`config.mk`:
```
export PLATFORM = sky130hd
export DESIGN_NAME = inverse_lifting
export DESIGN_NICKNAME = d
export VERILOG_FILES = /design/src/rtl/inverse_lifting.sv
export SDC_FILE = /design/constraint.sdc
export NUM_CORES = 1
export LEC_CHECK = 0
export BUFFER_PORTS_ARGS = -buffer_cell sky130_fd_sc_hd__buf_2
export CORE_ASPECT_RATIO = 0.8
export CORE_MARGIN = 2
export CORE_UTILIZATION = 35
export CTS_CLUSTER_DIAMETER = 40
export DETAILED_ROUTE_END_ITERATION = 8
export PLACE_DENSITY = 0.56
export RECOVER_POWER = 25
export SLEW_MARGIN = 20
export SYNTH_ARGS = -nofsm -noshare
export SYNTH_HDL_FRONTEND = slang
export SYNTH_SLANG_ARGS = --single-unit
```
`constraint.sdc`:
```
create_clock -name clk -period 5.85 [get_ports clk]
set_input_delay 0.585 -clock clk [delete_from_list [all_inputs] [get_ports clk]]
set_output_delay 0.585 -clock clk [all_outputs]
set_load 0.03 [all_outputs]
```
`src/rtl/inverse_lifting.sv`:
```
`default_nettype none
// ============================================================================
// inverse_lifting : inverse 5/3 lifting stage, (coarse, detail) pairs in,
// interleaved even/odd samples out with symmetric extension at frame edges.
// Revision 1.0
// ============================================================================
module inverse_lifting #(
  parameter int W = 8
) (
  input  logic         clk,
  input  logic         rst,
  input  logic [W-1:0] coarse_in,
  input  logic [W-1:0] detail_in,
  input  logic         in_valid,
  input  logic         in_last,
  output logic         in_ready,
  output logic [W-1:0] sample_out,
  output logic         out_valid,
  output logic         out_last,
  input  logic         out_ready
);

  typedef enum logic [2:0] {
    IDLE   = 3'd0,
    HOLD   = 3'd1,
    EMIT_E = 3'd2,
    EMIT_O = 3'd3,
    TAIL_E = 3'd4,
    TAIL_O = 3'd5
  } state_t;

  state_t       state_q, state_d;
  logic [W-1:0] e_prev_q, e_prev_d;
  logic [W-1:0] d_prev_q, d_prev_d;
  logic [W-1:0] ob_e_q, ob_e_d;
  logic [W-1:0] ob_o_q, ob_o_d;
  logic [W-1:0] tail_e_q, tail_e_d;
  logic [W-1:0] tail_o_q, tail_o_d;
  logic         tail_pend_q, tail_pend_d;
  logic [W-1:0] sample_out_q, sample_out_d;
  logic         out_valid_q, out_valid_d;
  logic         out_last_q, out_last_d;

  logic         w_accept;
  logic [W-1:0] w_d_left;
  logic [W:0]   w_dsum;
  logic [W:0]   w_dsum_sh;
  logic [W-1:0] w_even;
  logic [W:0]   w_esum;
  logic [W:0]   w_esum_sh;
  logic [W-1:0] w_odd_prev;
  logic [W-1:0] w_tail_odd;

  assign in_ready   = (state_q == IDLE) || (state_q == HOLD);
  assign w_accept   = in_valid && in_ready;

  // The first pair of a frame mirrors its own detail as d[-1].
  assign w_d_left   = (state_q == IDLE) ? detail_in : d_prev_q;
  assign w_dsum     = {1'b0, w_d_left} + {1'b0, detail_in};
  assign w_dsum_sh  = w_dsum >> 2;
  assign w_even     = coarse_in - w_dsum_sh[W-1:0];

  assign w_esum     = {1'b0, e_prev_q} + {1'b0, w_even};
  assign w_esum_sh  = w_esum >> 1;
  assign w_odd_prev = d_prev_q + w_esum_sh[W-1:0];
  assign w_tail_odd = detail_in + w_even;

  always_comb begin
    state_d      = state_q;
    e_prev_d     = e_prev_q;
    d_prev_d     = d_prev_q;
    ob_e_d       = ob_e_q;
    ob_o_d       = ob_o_q;
    tail_e_d     = tail_e_q;
    tail_o_d     = tail_o_q;
    tail_pend_d  = tail_pend_q;
    sample_out_d = sample_out_q;
    out_valid_d  = out_valid_q;
    out_last_d   = out_last_q;

    unique case (state_q)
      IDLE: begin
        if (w_accept) begin
          e_prev_d = w_even;
          d_prev_d = detail_in;
          if (in_last) begin
            tail_e_d     = w_even;
            tail_o_d     = w_tail_odd;
            state_d      = TAIL_E;
            sample_out_d = w_even;
            out_valid_d  = 1'b1;
            out_last_d   = 1'b0;
          end else begin
            state_d = HOLD;
          end
        end
      end

      HOLD: begin
        if (w_accept) begin
          ob_e_d   = e_prev_q;
          ob_o_d   = w_odd_prev;
          e_prev_d = w_even;
          d_prev_d = detail_in;
          if (in_last) begin
            tail_e_d    = w_even;
            tail_o_d    = w_tail_odd;
            tail_pend_d = 1'b1;
          end
          state_d      = EMIT_E;
          sample_out_d = e_prev_q;
          out_valid_d  = 1'b1;
          out_last_d   = 1'b0;
        end
      end

      EMIT_E: begin
        if (out_ready) begin
          state_d      = EMIT_O;
          sample_out_d = ob_o_q;
        end
      end

      EMIT_O: begin
        if (out_ready) begin
          if (tail_pend_q) begin
            tail_pend_d  = 1'b0;
            state_d      = TAIL_E;
            sample_out_d = tail_e_q;
          end else begin
            state_d     = HOLD;
            out_valid_d = 1'b0;
          end
        end
      end

      TAIL_E: begin
        if (out_ready) begin
          state_d      = TAIL_O;
          sample_out_d = tail_o_q;
          out_last_d   = 1'b1;
        end
      end

      TAIL_O: begin
        if (out_ready) begin
          state_d     = IDLE;
          out_valid_d = 1'b0;
          out_last_d  = 1'b0;
        end
      end

      default: begin
        state_d     = IDLE;
        out_valid_d = 1'b0;
        out_last_d  = 1'b0;
      end
    endcase
  end

  always_ff @(posedge clk) begin
    if (rst) begin
      state_q      <= IDLE;
      e_prev_q     <= '0;
      d_prev_q     <= '0;
      ob_e_q       <= '0;
      ob_o_q       <= '0;
      tail_e_q     <= '0;
      tail_o_q     <= '0;
      tail_pend_q  <= 1'b0;
      sample_out_q <= '0;
      out_valid_q  <= 1'b0;
      out_last_q   <= 1'b0;
    end else begin
      state_q      <= state_d;
      e_prev_q     <= e_prev_d;
      d_prev_q     <= d_prev_d;
      ob_e_q       <= ob_e_d;
      ob_o_q       <= ob_o_d;
      tail_e_q     <= tail_e_d;
      tail_o_q     <= tail_o_d;
      tail_pend_q  <= tail_pend_d;
      sample_out_q <= sample_out_d;
      out_valid_q  <= out_valid_d;
      out_last_q   <= out_last_d;
    end
  end

  assign sample_out = sample_out_q;
  assign out_valid  = out_valid_q;
  assign out_last   = out_last_q;

endmodule
`default_nettype wire

```
[After elaboration in Yosys (flattened, before gate mapping)]
Cells that the tools add are included.
Operators by class
  add/subtract/negate cells: 5
  eq/ne operators: 15
  mux-type cells: 31
  bitwise gates (word level): 2
  reductions and logical operators: 16
Operators with widths (number)
  2-to-1 mux 8 bit: 8
  one-hot mux 8 bit (5 select lines): 1
  2-to-1 mux 3 bit: 8
  != test 2 bit, second input constant: 10
  adder 8 x 8 -> 9 bit: 2
  one-hot mux 3 bit (6 select lines): 1
  adder 8 bit: 2
  AND reduction 6 bit: 2
  2-to-1 mux 1 bit: 10
  one-hot mux 1 bit (5 select lines): 2
  AND reduction 8 bit: 1
  subtractor 8 x 7 -> 8 bit: 1
  AND reduction 7 bit: 1
  equality test 3 x 2 -> 1 bit, second input constant: 2
  equality test 3 bit, second input constant: 2
  OR reduction 2 bit: 3
  nonzero test 5 bit: 1
  AND reduction 2 bit: 2
  AND reduction 4 bit: 1
  equality test 3 x 1 -> 1 bit, second input constant: 1
  logical NOT 3 bit: 1
  AND reduction 3 bit: 1
  NOT 1 bit: 2
  one-hot mux 1 bit (2 select lines): 1
  other kinds (3): 3
Storage, ports and cells
  register bits: 54
  input port bits: 21
  output and inout port bits: 11
  word-level logic and storage cells: 79

[Longest topological paths before layout]
Gate-level depths: netlist of run 1.
  word-level depth: 7
  gate-level depth with buffers: 26
  gate-level depth less buffers: 25

[Worst setup path after synthesis of run 1]
Ideal clock, no wire load.
  kind: flip-flop to flip-flop
  from: reg state_q[1]
  to: reg ob_o_q[7]
  data arrival time: 5.070 ns
  required time: 5.764 ns
  slack: 0.694 ns
  stages on the path, launching flop included: 25
  buffers on the path: 1
  path through: dfxtp_1 > buf_4 > nor3_4 > mux2_2 > ha_1 > o211a_1 > o21a_1 > nor2_1 > xnor2_1 > inv_1 > ha_1 > nor2b_1 > o31a_1 > nor2_1 > ha_1 > o21ai_0 > nand2b_1 > xor2_1 > ha_1 > and2_1 > a311o_1 > a211oi_1 > o21bai_1 > xnor2_1 > a211oi_1
On the way
  cells in the longest elaborated chain, start to end: 6
RTL lines
  from (decl): RTL line 32  | state_t state_q, state_d;
  from (signal assigned): RTL line 175  | state_q <= state_d;
  logical NOT 3 bit: RTL line 58  | assign w_d_left = (state_q == IDLE) ? detail_in : d_prev_q;
  2-to-1 mux 8 bit: RTL line 58
  adder 8 x 8 -> 9 bit: RTL line 59  | assign w_dsum = {1'b0, w_d_left} + {1'b0, detail_in};
  subtractor 8 x 7 -> 8 bit: RTL line 61  | assign w_even = coarse_in - w_dsum_sh[W-1:0];
  named net w_even[3]: RTL line 48  | logic [W-1:0] w_even;
  adder 8 x 8 -> 9 bit: RTL line 63  | assign w_esum = {1'b0, e_prev_q} + {1'b0, w_even};
  adder 8 bit: RTL line 65  | assign w_odd_prev = d_prev_q + w_esum_sh[W-1:0];
  to (signal assigned): RTL line 179  | ob_o_q <= ob_o_d;
  to (decl): RTL line 36  | logic [W-1:0] ob_o_q, ob_o_d;
The timed path passes the listed nets, and every way through them passes these cells.
A chain may end at the register's enable or synchronous reset.

[Worst setup path after layout of run 1]
Same ends and word-level chain as after synthesis.

==> run metrics, run 1 <==
status complete, no violations; via count 3730; GPL Wtd Cong 0.852; die area 0.0125 sq mm; Required @ worst endpoint 6.06 ns; LEAKAGE 1.84 nW; max-cap violation count 0; post-synthesis cell count 508; H-tree depth 2; die height 101 microns; row count 35; via-per-instance ratio 5.48; Final TNS setup 0 ns; asr flop ratio synth 0%; post-route ant nets 0; largest net degree at the start of global routing 60; initial antenna violation count 0; Finished Cell Area 0.00458 sq mm; CTS Buf Count 5; WL/cell 17.1 microns; final wirelength 11.7 mm; die extent in x 125 microns; num ports 32; post-synthesis net count 570; Mapped Avg Cell Area 8.02 sq um; vias in the first global route 3465; drt drc 0; #FFs+latches synth 54; total clock sinks 54; clock root buffer clkbuf_16; cell mode on critical path ha_1; worst rel slew slack 6.15%; setup ws final 0.304 ns; CTS tree done; mapped cell area 0.00408 sq mm; register area 0.00108 sq mm; Final HPWL DP 8.65 mm; Initial Util 35.7%; clock skew 0.00722 ns; First DRT Iteration DRCs 446; crit path launch type flop; share of cells above drive strength 1 12.9%; first drt pass iteration count 5; pre-CTS WS 0.227 ns; worst-margin pin slew 1.41 ns; Diodes inserted 0; # nets final 594; slowest stage cell, crit path a221o_1; area of the multi-input gates 0.00287 sq mm; Arr. time, crit path 5.75 ns; period utilization 94.8%; Setup-failing EPs final 0; Top FF cell, synth dfxtp_1; Final Critical Period 5.55 ns; clk buf depth 2; # port buffers 31; Synth Warn # 0; clk_lat worst skew 0.29 ns; Tot Pwr 0.00280 W; Reg clk slew, reported paths 0.07 ns; most common cell after layout, fill and taps aside nand2_1; final hold vios 0; WS Path Type flop to flop; placed insts 672; commonest cells after routing, fill and taps aside nand2_1, a21oi_1, dfxtp_1, nor2_1, ha_1; Synth-to-Final Area Change 12.3%; first-pass GRT wire length 18.7 mm; Post-synth EDFFs 0; Overflow after GRT 0; Critical Path End Type flop; Filler cells 1177; Final Max Tran Viols 0; hold crit path type flop to flop; Max VDD drop 0.219 mV; achievable frequency 180 MHz; GR Util All Layers 18.9%; Yosys cell types 65; maximum fanout along the worst path 7; post-synthesis sequential area ratio 26.5%; cell area after placement 0.00438 sq mm; Crit path largest cell delay 0.40 ns; pwr dens 612 mW/mm^2; final non-filler cell total 681; core box area 0.0114 sq mm
final timing paths:
check                                   start       endpoint  slack, ns  depth (start not counted)
worst max-delay path               state_q[1]      ob_o_q[7]       0.30                         25
worst max register to register     state_q[1]      ob_o_q[7]       0.30                         25
worst min-delay path            sample_out[3]  sample_out[3]       0.46                          2
worst min register to register  sample_out[3]  sample_out[3]       0.46                          2
area by class of cell:
class / count / share of cell area (%)
multi-input combinational: 413 / 62.8
sequential: 54 / 23.6
timing repair buffer: 41 / 4.65
tap: 148 / 4.04
clock buffer: 7 / 3.33
inverter: 17 / 1.39
clock inverter: 1 / 0.191
stage by stage:
stage / utilization, % / hold slack [ns]
CTS: 39.7 / 0.456
detailed placement: 38.3 / 0.442
global route: 40.1 / 0.474
floorplan: - / 0.429
finish: 40.1 / 0.455
global placement: 38.3 / 0.432
registers in the layout, summed over array words and instances, names as in the netlist:
| register | cells |
|---|---|
| e_prev_q | 8 |
| out_last | 1 |
| sample_out | 8 |
| state_q | 3 |
| d_prev_q | 8 |
| tail_pend_q | 1 |
| tail_e_q | 8 |
| ob_o_q | 8 |
| tail_o_q | 8 |
| out_valid | 1 |
layer usage:
metal / wire length (microns) / up-vias / share of wire (%) / track usage, %
li1: - / 1884 / - / -
met1: 6060 / 1754 / 52 / 28.5
met2: 4970 / 84 / 43 / 29.0
met3: 572 / 8 / 4.9 / 2.81
met4: 72 / 0 / 0.62 / 3.11
met5: 0 / - / 0 / 0
worst max-delay path, delay by kind of cell, from the launching register on:
kind                     cells  cell delay [ns]
AO/OA/AOI/OAI               12             2.13
adder cells (fa/ha/maj)      4             1.35
AND/OR/NAND/NOR              3             0.50
XOR/XNOR                     3             0.45
multiplexers                 1             0.36
flip-flops                   1             0.35
buffers and inverters        2             0.31
where the power goes:
group	internal (W)	leakage, nW	switching [W]
sequential	0.000453	0.442	0.0000613
clock	0.000183	0.0801	0.000140
combinational	0.000850	1.32	0.00112
Yosys cell counts, drive strengths merged (3+ instances only):
| master | count | area [sq um] |
|---|---|---|
| a21o | 8 | 60.1 |
| xnor2 | 19 | 166 |
| clkbuf | 14 | 52.6 |
| nand3b | 8 | 60.1 |
| nand2 | 78 | 293 |
| nand2b | 5 | 31.3 |
| and3 | 3 | 18.8 |
| fa | 4 | 80.1 |
| inv | 17 | 63.8 |
| o21a | 5 | 37.5 |
| nor3b | 3 | 33.8 |
| a211oi | 12 | 90.1 |
| a31oi | 3 | 18.8 |
| dfxtp | 54 | 1080 |
| a21oi | 60 | 304 |
| o21ai | 27 | 135 |
| nor3 | 14 | 86.3 |
| mux2 | 8 | 90.1 |
| mux4 | 4 | 90.1 |
| a311oi | 3 | 26.3 |
| o31ai | 6 | 45.0 |
| buf | 10 | 55.1 |
| nor2b | 11 | 68.8 |
| a211o | 3 | 26.3 |
| nand3 | 6 | 30.0 |
| mux2i | 4 | 40.0 |
| ha | 37 | 463 |
| xor2 | 6 | 60.1 |
| nor2 | 39 | 149 |
logic make-up (layout without fill, tap and decap cells):
logic type      count (synthesis)  after routing  share of synthesized area [%]
simple gates                  176            176                           20.5
compound gates                155            155                           24.5
flops                          54             54                           26.5
fa+ha+maj                      41             41                           13.3
buf+inv                        41             66                           4.21
xor+xnor                       25             25                           5.56
mux                            16             16                           5.40
repair_timing:
action	4_1_cts	5_1_grt
endpoints found under the setup margin	0	2
gates resized for setup	0	14
hold endpoints to repair	0	0
buffers inserted	0	1
hold buffers	0	0
Power figures use the tool's default switching activity.
==> run 2, diff against run 1 <==
- SETUP_SLACK_MARGIN: default -> 0.4
==> run 2 against run 1 <==
Sequential share of layout area decreased by 1.5 points. Via count increased by 4.2%. Largest power group unchanged. Final cell count increased by 1.8%. Worst setup slack improved by 0.30 ns. Register-to-register slack improved by 0.30 ns. Global-route usage increased by 0.073 points. Non-clock buffer count increased by 12.
==> run metrics, run 2 (synthesis results as in run 1) <==
status complete, no violations (unchanged); worst hold stages 2 (unchanged); die height 101 microns (unchanged); Diodes inserted 0 (unchanged); area of the multi-input gates 0.00310 sq mm (was 0.00287 sq mm); Filler cells 1156 (was 1177); row count 35 (unchanged); via count 3885 (was 3730); initial antenna violation count 0 (unchanged); First DRT Iteration DRCs 405 (was 446); cell mode on critical path ha_4 (was ha_1); period utilization 89.7% (was 94.8%); cell area after placement 0.00438 sq mm (unchanged); Reg clk slew, reported paths 0.07 ns (about the same); Crit path largest cell delay 0.37 ns (was 0.40 ns); first-pass GRT wire length 18.7 mm (about the same); post-route ant nets 0 (unchanged); LEAKAGE 1.93 nW (was 1.84 nW); total clock sinks 54 (unchanged); final wirelength 12.1 mm (was 11.7 mm); Hold Slack 0.456 ns (was 0.455 ns); maximum fanout along the worst path 6 (was 7); Max VDD drop 0.240 mV (was 0.219 mV); largest net degree at the start of global routing 60 (unchanged); die extent in x 125 microns (unchanged); Overflow after GRT 0 (unchanged); WS Path Type flop to flop (unchanged); Setup-failing EPs final 0 (unchanged); share of cells above drive strength 1 20.4% (was 12.9%); GR Util All Layers 18.9% (about the same); hold-critical path endpoint sample_out[3] (unchanged); vias in the first global route 3474 (was 3465); via-per-instance ratio 5.61 (was 5.48); clock root buffer clkbuf_16 (unchanged); worst-margin pin slew 1.47 ns (was 1.41 ns); CTS tree done (unchanged); slowest stage cell, crit path a221o_1 (unchanged); crit path launch type flop (unchanged); unrepaired setup endpoints after global routing false; core box area 0.0114 sq mm (unchanged); Initial Util 35.7% (unchanged); Worst R2R Setup Slack 0.60 ns (was 0.30 ns); clk buf depth 2 (unchanged); most common cell after layout, fill and taps aside nand2_1 (unchanged); Synth-to-Final Area Change 20.1% (was 12.3%); Routed met2 length 5.26 mm (was 4.97 mm); Critical Path End Type flop (unchanged); Finished Cell Area 0.00489 sq mm (was 0.00458 sq mm); CTS Buf Count 5 (unchanged); clock skew 0.00664 ns (was 0.00722 ns); clk_lat worst skew 0.29 ns (about the same); reg2reg end ob_o_q[7] (unchanged); # nets final 606 (was 594); first drt pass iteration count 5 (unchanged); Arr. time, crit path 5.39 ns (was 5.75 ns); num ports 32 (unchanged); register area 0.00108 sq mm (about the same); uppermost layer routed met4 (unchanged); max-cap violation count 0 (unchanged); R2R depth 25 (unchanged); hold crit path type flop to flop (unchanged); achievable frequency 191 MHz (was 180 MHz); pwr dens 630 mW/mm^2 (was 612 mW/mm^2); worst rel slew slack 1.73% (was 6.15%); pre-CTS WS 0.227 ns (unchanged); die area 0.0125 sq mm (unchanged); Final Max Tran Viols 0 (unchanged); total routed wire length on the met1 layer 6.06 mm (about the same); Tot Pwr 0.00308 W (was 0.00280 W); commonest cells after routing, fill and taps aside nand2_1, a21oi_1, dfxtp_1, nor2_1, ha_1 (unchanged); drt drc 0 (unchanged); setup ws final 0.602 ns (was 0.304 ns); H-tree depth 2 (unchanged); Required @ worst endpoint 6.00 ns (was 6.06 ns); Final HPWL DP 8.65 mm (unchanged); GPL Wtd Cong 0.852 (unchanged); final hold vios 0 (unchanged); Final TNS setup 0 ns (unchanged); Final Critical Period 5.25 ns (was 5.55 ns); FF-to-FF Start state_q[2] (was state_q[1]); Routed met3 length 667 microns (was 572 microns); WL/cell 17.5 microns (was 17.1 microns); # port buffers 31 (unchanged); Post-CTS Hold Buffers 0 (unchanged); hold_sp sample_out[3] (unchanged)
[run 2: critical path, delay by kind of cell, from the launching register on]
family	cells	cell delay (ns)
simple gates	3	0.48
buf+inv	2	0.26
flops	1	0.34
compound gates	12	1.99
mux	1	0.32
fa+ha+maj	4	1.06
xor+xnor	3	0.63
[run 2: power breakdown]
part           total [W]  internal [W]  switching, W
clock network   0.000322      0.000183      0.000139
registers       0.000519      0.000453     0.0000658
logic            0.00224       0.00103       0.00122
[run 2: how the worst max path moves through the flow]
stage                          start         to  slack [ns]
after CTS                 state_q[1]  ob_o_q[7]        0.34
after detailed placement  state_q[2]  ob_o_q[7]        0.23
after floorplan           state_q[1]  ob_o_q[7]        0.69
after global placement    state_q[2]  ob_o_q[7]        0.34
final                     state_q[2]  ob_o_q[7]        0.60
after global routing      state_q[2]  ob_o_q[6]        0.31
[run 2: repair_timing]
action	in CTS	in global routing
pin swaps	2	23
setup buffers	1	12
gates cloned	0	0
gates resized for setup	10	47
setup endpoints to repair	3	4
[run 2: area by class of cell]
class | count | share of cell area [%]
Tap cell | 148 | 3.78
Sequential cell | 54 | 22.1
Multi-Input combinational cell | 413 | 63.2
Timing Repair Buffer | 53 | 6.26
Clock inverter | 1 | 0.179
Inverter | 17 | 1.30
Clock buffer | 7 | 3.12
[run 2: through the flow]
stage | std cells | utilization [%]
2_1_floorplan | 508 | -
3_3_place_gp | 672 | 38.3
3_5_place_dp | 672 | 38.3
4_1_cts | 681 | 40.2
5_1_grt | 693 | 42.8
6_report | 693 | 42.8
[run 2: routing by layer]
layer | track usage, % | vias up
met1 | 28.1 | 1854
li1 | - | 1913
met3 | 3.34 | 17
met2 | 29.4 | 101
met5 | 0 | -
met4 | 2.77 | 0
